## config.mk

```make
export PLATFORM = sky130hd
export DESIGN_NAME = ccip_tx_almfull_buffer_flat
export DESIGN_NICKNAME = d
export VERILOG_FILES = /design/src/rtl/ccip_tx_almfull_buffer_if.sv /design/src/rtl/ccip_tx_almfull_buffer.sv /design/src/flat_wrapper.sv
export SDC_FILE = /design/constraint.sdc
export NUM_CORES = 2
export LEC_CHECK = 0
export ABC_AREA = 0
export BUFFER_PORTS_ARGS = -buffer_cell sky130_fd_sc_hd__clkbuf_2
export CORE_MARGIN = 2
export CORE_UTILIZATION = 53
export CTS_BUF_LIST = sky130_fd_sc_hd__clkbuf_8
export DETAILED_ROUTE_END_ITERATION = 6
export PLACE_DENSITY = 0.7
export SYNTH_ARGS = -nofsm -noshare
export SYNTH_HDL_FRONTEND = slang
export SYNTH_HIERARCHICAL = 1
export SYNTH_SLANG_ARGS = --single-unit
```

## constraint.sdc

```tcl
create_clock -name clk -period 15.5 [get_ports clk]
set_input_delay 0.775 -clock clk [delete_from_list [all_inputs] [get_ports clk]]
set_output_delay 0.775 -clock clk [all_outputs]
set_load 0.01 [all_outputs]
```

## src/rtl/ccip_tx_almfull_buffer_if.sv

```systemverilog
// rtl/ccip_tx_almfull_buffer_if.sv - CCI-P Tx channel bundle (c0 read, c1 write, c2 MMIO response)
interface ccip_tx_almfull_buffer_if #(
  parameter int C0H_W = 64,
  parameter int C1H_W = 80,
  parameter int C1D_W = 64,
  parameter int C2H_W = 16,
  parameter int C2D_W = 64
);
  logic             c0_valid;
  logic [C0H_W-1:0] c0_hdr;
  logic             c1_valid;
  logic [C1H_W-1:0] c1_hdr;
  logic [C1D_W-1:0] c1_data;
  logic             c2_valid;
  logic [C2H_W-1:0] c2_hdr;
  logic [C2D_W-1:0] c2_data;

  modport master (
    output c0_valid, c0_hdr,
    output c1_valid, c1_hdr, c1_data,
    output c2_valid, c2_hdr, c2_data
  );

  modport slave (
    input c0_valid, c0_hdr,
    input c1_valid, c1_hdr, c1_data,
    input c2_valid, c2_hdr, c2_data
  );
endinterface

```

## src/rtl/ccip_tx_almfull_buffer.sv

```systemverilog
// rtl/ccip_tx_almfull_buffer.sv - per-channel Tx request buffer with occupancy-based almost-full
// Channels c0/c1 are FIFO-buffered behind FIU almost-full; c2 is a one-stage register.
module ccip_tx_almfull_chan #(
  parameter int DEPTH = 16,
  parameter int SLACK = 8,
  parameter int W     = 64
) (
  input  logic         clk,
  input  logic         reset_n,
  input  logic         in_valid_i,
  input  logic [W-1:0] in_payload_i,
  input  logic         fiu_almfull_i,
  output logic         out_valid_o,
  output logic [W-1:0] out_payload_o,
  output logic         almfull_o,
  output logic         overflow_o
);
  localparam int AW = $clog2(DEPTH);
  localparam int CW = AW + 1;
  localparam logic [CW-1:0] DEPTH_C = CW'(DEPTH);
  localparam logic [CW-1:0] SLACK_C = CW'(SLACK);

  logic [W-1:0]  mem_q [DEPTH];
  logic [AW-1:0] wr_ptr_q, wr_ptr_d;
  logic [AW-1:0] rd_ptr_q, rd_ptr_d;
  logic [CW-1:0] cnt_q, cnt_d;
  logic          out_valid_q, out_valid_d;
  logic [W-1:0]  out_payload_q;
  logic          almfull_q, almfull_d;
  logic          overflow_q, overflow_d;

  logic          empty;
  logic          push;
  logic          pop;
  logic          fifo_rd;
  logic          fifo_wr;
  logic [W-1:0]  head;

  always_comb begin
    empty   = (cnt_q == '0);
    // An empty FIFO lets the incoming request go straight to the output register.
    pop     = !fiu_almfull_i && (!empty || in_valid_i);
    push    = in_valid_i && ((cnt_q != DEPTH_C) || pop);
    fifo_rd = pop && !empty;
    fifo_wr = push && !(pop && empty);
    head    = empty ? in_payload_i : mem_q[rd_ptr_q];

    wr_ptr_d    = wr_ptr_q + AW'(fifo_wr);
    rd_ptr_d    = rd_ptr_q + AW'(fifo_rd);
    cnt_d       = cnt_q + CW'(push) - CW'(pop);
    out_valid_d = pop;
    almfull_d   = ((DEPTH_C - cnt_d) <= SLACK_C);
    overflow_d  = overflow_q || (in_valid_i && !push);
  end

  always_ff @(posedge clk or negedge reset_n) begin
    if (!reset_n) begin
      wr_ptr_q    <= '0;
      rd_ptr_q    <= '0;
      cnt_q       <= '0;
      out_valid_q <= 1'b0;
      almfull_q   <= 1'b1;
      overflow_q  <= 1'b0;
    end else begin
      wr_ptr_q    <= wr_ptr_d;
      rd_ptr_q    <= rd_ptr_d;
      cnt_q       <= cnt_d;
      out_valid_q <= out_valid_d;
      almfull_q   <= almfull_d;
      overflow_q  <= overflow_d;
    end
  end

  // Storage and output payload carry no reset; validity is tracked separately.
  always_ff @(posedge clk) begin
    if (fifo_wr) begin
      mem_q[wr_ptr_q] <= in_payload_i;
    end
    if (pop) begin
      out_payload_q <= head;
    end
  end

  assign out_valid_o   = out_valid_q;
  assign out_payload_o = out_payload_q;
  assign almfull_o     = almfull_q;
  assign overflow_o    = overflow_q;
endmodule

module ccip_tx_almfull_buffer #(
  parameter int DEPTH = 16,
  parameter int SLACK = 8,
  parameter int C0H_W = 64,
  parameter int C1H_W = 80,
  parameter int C1D_W = 64,
  parameter int C2H_W = 16,
  parameter int C2D_W = 64
) (
  input  logic                           clk,
  input  logic                           reset_n,
  ccip_tx_almfull_buffer_if.slave        tx_in,
  ccip_tx_almfull_buffer_if.master       tx_out,
  input  logic                           c0TxAlmFull_fiu,
  input  logic                           c1TxAlmFull_fiu,
  output logic                           c0TxAlmFull_out,
  output logic                           c1TxAlmFull_out,
  output logic [1:0]                     overflow_err
);
  localparam int C1W = C1H_W + C1D_W;

  logic [C1W-1:0]   c1_out_payload;
  logic             c0_ovf;
  logic             c1_ovf;
  logic             c2_valid_q;
  logic [C2H_W-1:0] c2_hdr_q;
  logic [C2D_W-1:0] c2_data_q;

  ccip_tx_almfull_chan #(
    .DEPTH (DEPTH),
    .SLACK (SLACK),
    .W     (C0H_W)
  ) u_c0 (
    .clk           (clk),
    .reset_n       (reset_n),
    .in_valid_i    (tx_in.c0_valid),
    .in_payload_i  (tx_in.c0_hdr),
    .fiu_almfull_i (c0TxAlmFull_fiu),
    .out_valid_o   (tx_out.c0_valid),
    .out_payload_o (tx_out.c0_hdr),
    .almfull_o     (c0TxAlmFull_out),
    .overflow_o    (c0_ovf)
  );

  // Fences and interrupts ride the c1 FIFO like any other request.
  ccip_tx_almfull_chan #(
    .DEPTH (DEPTH),
    .SLACK (SLACK),
    .W     (C1W)
  ) u_c1 (
    .clk           (clk),
    .reset_n       (reset_n),
    .in_valid_i    (tx_in.c1_valid),
    .in_payload_i  ({tx_in.c1_hdr, tx_in.c1_data}),
    .fiu_almfull_i (c1TxAlmFull_fiu),
    .out_valid_o   (tx_out.c1_valid),
    .out_payload_o (c1_out_payload),
    .almfull_o     (c1TxAlmFull_out),
    .overflow_o    (c1_ovf)
  );

  assign tx_out.c1_hdr  = c1_out_payload[C1W-1:C1D_W];
  assign tx_out.c1_data = c1_out_payload[C1D_W-1:0];
  assign overflow_err   = {c1_ovf, c0_ovf};

  always_ff @(posedge clk or negedge reset_n) begin
    if (!reset_n) begin
      c2_valid_q <= 1'b0;
    end else begin
      c2_valid_q <= tx_in.c2_valid;
    end
  end

  always_ff @(posedge clk) begin
    c2_hdr_q  <= tx_in.c2_hdr;
    c2_data_q <= tx_in.c2_data;
  end

  assign tx_out.c2_valid = c2_valid_q;
  assign tx_out.c2_hdr   = c2_hdr_q;
  assign tx_out.c2_data  = c2_data_q;
endmodule
```

## src/flat_wrapper.sv

```systemverilog
// flat-port wrapper written by rule: the top's interface ports become plain ports
module ccip_tx_almfull_buffer_flat 
#(
  parameter int DEPTH = 16,
  parameter int SLACK = 8,
  parameter int C0H_W = 64,
  parameter int C1H_W = 80,
  parameter int C1D_W = 64,
  parameter int C2H_W = 16,
  parameter int C2D_W = 64
)
  (clk, reset_n, c0TxAlmFull_fiu, c1TxAlmFull_fiu, c0TxAlmFull_out, c1TxAlmFull_out, overflow_err, tx_in_c0_valid, tx_in_c0_hdr, tx_in_c1_valid, tx_in_c1_hdr, tx_in_c1_data, tx_in_c2_valid, tx_in_c2_hdr, tx_in_c2_data, tx_out_c0_valid, tx_out_c0_hdr, tx_out_c1_valid, tx_out_c1_hdr, tx_out_c1_data, tx_out_c2_valid, tx_out_c2_hdr, tx_out_c2_data);
  ccip_tx_almfull_buffer_if #(.C0H_W(C0H_W), .C1H_W(C1H_W), .C1D_W(C1D_W), .C2H_W(C2H_W), .C2D_W(C2D_W)) tx_in_i ();
  ccip_tx_almfull_buffer_if #(.C0H_W(C0H_W), .C1H_W(C1H_W), .C1D_W(C1D_W), .C2H_W(C2H_W), .C2D_W(C2D_W)) tx_out_i ();
  input  logic clk;
  input  logic reset_n;
  input  logic c0TxAlmFull_fiu;
  input  logic c1TxAlmFull_fiu;
  output logic c0TxAlmFull_out;
  output logic c1TxAlmFull_out;
  output logic [1:0] overflow_err;
  input wire logic [$bits(tx_in_i.c0_valid)-1:0] tx_in_c0_valid;
  input wire logic [$bits(tx_in_i.c0_hdr)-1:0] tx_in_c0_hdr;
  input wire logic [$bits(tx_in_i.c1_valid)-1:0] tx_in_c1_valid;
  input wire logic [$bits(tx_in_i.c1_hdr)-1:0] tx_in_c1_hdr;
  input wire logic [$bits(tx_in_i.c1_data)-1:0] tx_in_c1_data;
  input wire logic [$bits(tx_in_i.c2_valid)-1:0] tx_in_c2_valid;
  input wire logic [$bits(tx_in_i.c2_hdr)-1:0] tx_in_c2_hdr;
  input wire logic [$bits(tx_in_i.c2_data)-1:0] tx_in_c2_data;
  output wire logic [$bits(tx_out_i.c0_valid)-1:0] tx_out_c0_valid;
  output wire logic [$bits(tx_out_i.c0_hdr)-1:0] tx_out_c0_hdr;
  output wire logic [$bits(tx_out_i.c1_valid)-1:0] tx_out_c1_valid;
  output wire logic [$bits(tx_out_i.c1_hdr)-1:0] tx_out_c1_hdr;
  output wire logic [$bits(tx_out_i.c1_data)-1:0] tx_out_c1_data;
  output wire logic [$bits(tx_out_i.c2_valid)-1:0] tx_out_c2_valid;
  output wire logic [$bits(tx_out_i.c2_hdr)-1:0] tx_out_c2_hdr;
  output wire logic [$bits(tx_out_i.c2_data)-1:0] tx_out_c2_data;
  assign tx_in_i.c0_valid = tx_in_c0_valid;
  assign tx_in_i.c0_hdr = tx_in_c0_hdr;
  assign tx_in_i.c1_valid = tx_in_c1_valid;
  assign tx_in_i.c1_hdr = tx_in_c1_hdr;
  assign tx_in_i.c1_data = tx_in_c1_data;
  assign tx_in_i.c2_valid = tx_in_c2_valid;
  assign tx_in_i.c2_hdr = tx_in_c2_hdr;
  assign tx_in_i.c2_data = tx_in_c2_data;
  assign tx_out_c0_valid = tx_out_i.c0_valid;
  assign tx_out_c0_hdr = tx_out_i.c0_hdr;
  assign tx_out_c1_valid = tx_out_i.c1_valid;
  assign tx_out_c1_hdr = tx_out_i.c1_hdr;
  assign tx_out_c1_data = tx_out_i.c1_data;
  assign tx_out_c2_valid = tx_out_i.c2_valid;
  assign tx_out_c2_hdr = tx_out_i.c2_hdr;
  assign tx_out_c2_data = tx_out_i.c2_data;
  ccip_tx_almfull_buffer #(.DEPTH(DEPTH), .SLACK(SLACK), .C0H_W(C0H_W), .C1H_W(C1H_W), .C1D_W(C1D_W), .C2H_W(C2H_W), .C2D_W(C2D_W)) u_core (.clk(clk), .reset_n(reset_n), .tx_in(tx_in_i), .tx_out(tx_out_i), .c0TxAlmFull_fiu(c0TxAlmFull_fiu), .c1TxAlmFull_fiu(c1TxAlmFull_fiu), .c0TxAlmFull_out(c0TxAlmFull_out), .c1TxAlmFull_out(c1TxAlmFull_out), .overflow_err(overflow_err));
endmodule
```

==> PnR_summary.wiki <==
{| class="wikitable"
! Metric !! Value
|-
| Fraction of final layout cells with drive strength greater than 1 || 28.35%
|-
| Wire length of the first global-routing pass || 476300 um
|-
| Slowest library cell on the worst path || sky130_fd_sc_hd__dfrtp_4
|-
| HP Class || input pin to flop
|-
| # fillers || 17.65k
|-
| Clock latency on the worst-skew pair || 1170 ps
|-
| I/O Buffers || 589
|-
| Result of the run || finished clean
|-
| Leading area contributor after synthesis || sky130_fd_sc_hd__edfxtp_1
|-
| Critical Path Most Common Cell || sky130_fd_sc_hd__buf_4
|-
| Top Usage Layer GRT || met2
|-
| Crit path cell chain || buf_12 > buf_4 > buf_4 > buf_4 > mux4_2 > a22oi_1 > nand3_1
|-
| Cells taking the most area after synthesis || sky130_fd_sc_hd__edfxtp_1 78%, sky130_fd_sc_hd__mux4_2 11%, sky130_fd_sc_hd__mux2i_1 2.1%, sky130_fd_sc_hd__a22oi_1 1.9%, sky130_fd_sc_hd__dfxtp_1 1.2%
|-
| Worst Path Required || 16340 ps
|-
| Met3 Usage GRT || 4.982%
|-
| Setup_tns || 0 ps
|-
| Final clock skew || 89.84 ps
|-
| Cell Pwr Density || 178.6 nW/um2
|-
| Critical path fanouts, max || 95
|-
| Headroom to the max-slew limit || 18.47%
|-
| Worst Setup Path Type || flop to flop
|-
| Leakage power summed over all cells || 0.05221 uW
|-
| Mapped Nets || 6467
|-
| GRT Util Overall || 24.81%
|-
| Area Overhead vs Synth || 14.93%
|-
| Startpoint kind of the worst setup timing path || flop
|-
| Number of antenna violations at the first check in global routing || 54
|-
| Area of the die || 260900 um2
|-
| Mean instance size in the synthesized netlist || 22.13 um2
|-
| Via count || 68.78k
|-
| Final Hold Viols || 0
|-
| Non-filler cells in the finished layout || 11.21k
|-
| Endpoint kind of the worst setup timing path || flop
|-
| CTS Buffer Depth || 4
|-
| Sum of routed wire length over all layers || 326900 um
|-
| First DRT Iteration DRCs || 7087
|-
| Initial core utilization || 53.16%
|-
| Via count of the first global-routing pass || 70.92k
|-
| Syn. warnings || 6
|-
| Overflow left after global routing || 0
|-
| Final worst-path cycle share || 36.90%
|-
| Final-report max-slew violation count || 0
|-
| Clock root buffer master || sky130_fd_sc_hd__clkbuf_8
|-
| Slew at the pin closest to its max-slew limit || 1220 ps
|-
| Clock input transition at the sequential cells of the worst setup and hold paths || 60 ps
|-
| Maximum clock frequency || 0.1748 GHz
|-
| Die X || 510.7 um
|-
| Crit-path max cell delay || 1080 ps
|-
| Pin count of the biggest net entering global routing || 129
|-
| Final critical delay including setup and external delays || 5720 ps
|-
| Die height || 510.7 um
|-
| Wire per inst || 29.16 um
|-
| Floorplan row count || 186
|-
| Max Cap Violations || 0
|-
| I/O pin count || 590
|-
| DP HPWL || 162800 um
|-
| Number of detailed-route iterations in the first pass || 5
|-
| Clock net sink count || 3649
|-
| Area of the core || 256000 um2
|-
| Vias per inst || 6.136
|-
| Count of distinct cell types in the synthesized netlist || 41
|-
| CTS HTree Levels || 6
|-
| Sequential element share of the synthesized area || 79.80%
|-
| Largest vdd supply drop || 198.6 uV
|-
| Number of enable flip-flop cells after synthesis || 3536
|-
| Primary FF master, synth || sky130_fd_sc_hd__edfxtp_1
|-
| Post-synthesis instance area || 136100 um2
|-
| RSZ-0062 raised after global routing || false
|-
| Remaining antenna violation count || 0
|-
| DRC Markers || 0
|-
| Async set-reset flop share out of synthesis || 0.9044%
|-
| # resized after CTS || 0
|-
| Met2 usage in global routing || 40.67%
|-
| Met1 Usage GRT || 33.98%
|-
| Number of buffers added to fix hold violations after cts || 273
|-
| Cells after synthesis || 6150
|-
| Inserted Clock Buffers || 580
|-
| Hold Worst Slack || 97.80 ps
|-
| Final estimated routing congestion in global placement || 0.7514
|-
| Final setup violating endpoints || 0
|-
| Data arrival time of the worst path || 6560 ps
|-
| Number of placed instances with taps included || 9920
|-
| Yosys top cell area share || 78.02%
|-
| Post-CTS Setup Bufs || 0
|-
| Flops & latches, synth || 3649
|-
| Clock tree from TritonCTS || yes
|-
| Total number of nets in the final design || 7708
|}
-- cell usage after synthesis (all sizes together), types with 2 or more instances --
library cell  number
nor3              10
o211ai           143
inv               23
dfstp              2
mux2i            290
buf              201
xor2               7
mux4             689
a21o               2
a21oi              7
clkbuf           133
mux2              63
o21bai             3
a22oi            349
nand2b             6
nand2            277
edfxtp          3536
dfrtp             31
nand3            213
a211o              2
a22o               2
nor2              35
or4b               2
xnor2             11
fa                 2
dfxtp             80
nor3b              2
o21ai              2
ha                20
-- registers in the layout, summed over array words and instances, names as in the netlist --
name	count
u_core/u_c1/mem_q	2304
u_core/u_c0/mem_q	1024
u_core/u_c1/out_payload_o	144
u_core/tx_out.c2_data	64
u_core/u_c0/out_payload_o	64
u_core/tx_out.c2_hdr	16
u_core/u_c0/cnt_q	5
u_core/u_c1/cnt_q	5
u_core/u_c0/rd_ptr_q	4
u_core/u_c0/wr_ptr_q	4
u_core/u_c1/rd_ptr_q	4
u_core/u_c1/wr_ptr_q	4
u_core/tx_out.c2_valid	1
u_core/u_c0/almfull_o	1
u_core/u_c0/out_valid_o	1
u_core/u_c0/overflow_o	1
u_core/u_c1/almfull_o	1
u_core/u_c1/out_valid_o	1
u_core/u_c1/overflow_o	1
-- layout by cell type (no fill, tap or decap), types with 20 or more instances in the layout --
master and instances:
sky130_fd_sc_hd__dfrtp_1 25, sky130_fd_sc_hd__edfxtp_1 3536, sky130_fd_sc_hd__clkinv_1 92, sky130_fd_sc_hd__nor2_4 31, sky130_fd_sc_hd__nand3_1 213, sky130_fd_sc_hd__inv_1 242, sky130_fd_sc_hd__dfxtp_1 80, sky130_fd_sc_hd__clkbuf_8 585
sky130_fd_sc_hd__o211ai_1 143, sky130_fd_sc_hd__nand2_1 277, sky130_fd_sc_hd__mux2_2 63, sky130_fd_sc_hd__mux4_2 689, sky130_fd_sc_hd__clkinv_2 30, sky130_fd_sc_hd__dlygate4sd3_1 273, sky130_fd_sc_hd__clkbuf_2 589, sky130_fd_sc_hd__buf_4 116
sky130_fd_sc_hd__a22oi_1 349, sky130_fd_sc_hd__ha_1 20, sky130_fd_sc_hd__mux2i_1 290
-- routing by layer --
metal | share of wire [%] | vias to the layer above
met5 | 0.081 | -
met4 | 2.7 | 44
li1 | - | 28394
met1 | 39 | 36180
met2 | 50 | 3527
met3 | 9.2 | 636
-- final timing paths --
| path | start | endpoint | slack [ps] | cells past startpoint |
|---|---|---|---|---|
| max | u_core/u_c1/rd_ptr_q[0]$_DFF_PN0_ | u_core/u_c1/out_payload_o[119]$_DFFE_PN_ | 9780 | 7 |
| max reg2reg | u_core/u_c1/rd_ptr_q[0]$_DFF_PN0_ | u_core/u_c1/out_payload_o[119]$_DFFE_PN_ | 9780 | 7 |
| max in group asynchronous | reset_n | u_core/u_c0/rd_ptr_q[3]$_DFF_PN0_ | 14750 | 3 |
| min | tx_in_c1_data[50] | u_core/u_c1/mem_q[6][50]$_DFFE_PP_ | 100 | 1 |
| min in group asynchronous | reset_n | u_core/u_c1/rd_ptr_q[2]$_DFF_PN0_ | 260 | 3 |
| min reg2reg | u_core/u_c0/cnt_q[0]$_DFF_PN0_ | u_core/u_c0/cnt_q[0]$_DFF_PN0_ | 530 | 1 |
-- cell type report --
type	count	area, um2	area share [%]
sequential	3649	108600	69.45
multi-input combinational	2144	26120	16.70
clock buffer	585	8051	5.148
timing repair buffer	993	6852	4.380
tap	3384	4234	2.707
clock inverter	413	2394	1.530
inverter	23	86.33	0.05520
antenna	18	45.04	0.02880
-- through the flow --
step           util, %  worst slack (ps)  power [uW]  instance area (um2)
2_1_floorplan        -              3541       18100               136100
3_3_place_gp     55.94              9712       20500               143200
3_5_place_dp     55.94              9736       20630               143200
4_1_cts          61.08              9717       28180               156400
5_1_grt          61.09              9344       29070               156400
6_report         61.10              9780       27940               156400
-- logic make-up (layout without fill, tap and decap cells) --
logic type               after synthesis  in the layout  share of synthesized area (%)
AO/OA/AOI/OAI                        511            511                          2.806
XOR/XNOR                              18             18                         0.1158
adder cells (fa/ha/maj)               22             22                         0.2133
buffers and inverters                357           2014                          1.221
flip-flops                          3649           3649                          79.80
multiplexers                        1042           1042                          14.06
other                                  0             18                              0
AND/OR/NAND/NOR                      551            551                          1.784
-- worst max-delay path, delay by kind of cell (launching register included) --
family | cells | cell delay, ps
buffers and inverters | 4 | 3020
and+or+nand+nor | 1 | 100
DFF | 1 | 1080
muxes | 1 | 590
AOI/OAI and AO/OA | 1 | 230
-- where the power goes --
group	switching [uW]	total, uW	internal, uW
Combinational	4380	7510	3130
Sequential	634	12900	12300
Clock	3770	7490	3720
Power figures use the tool's default switching activity.
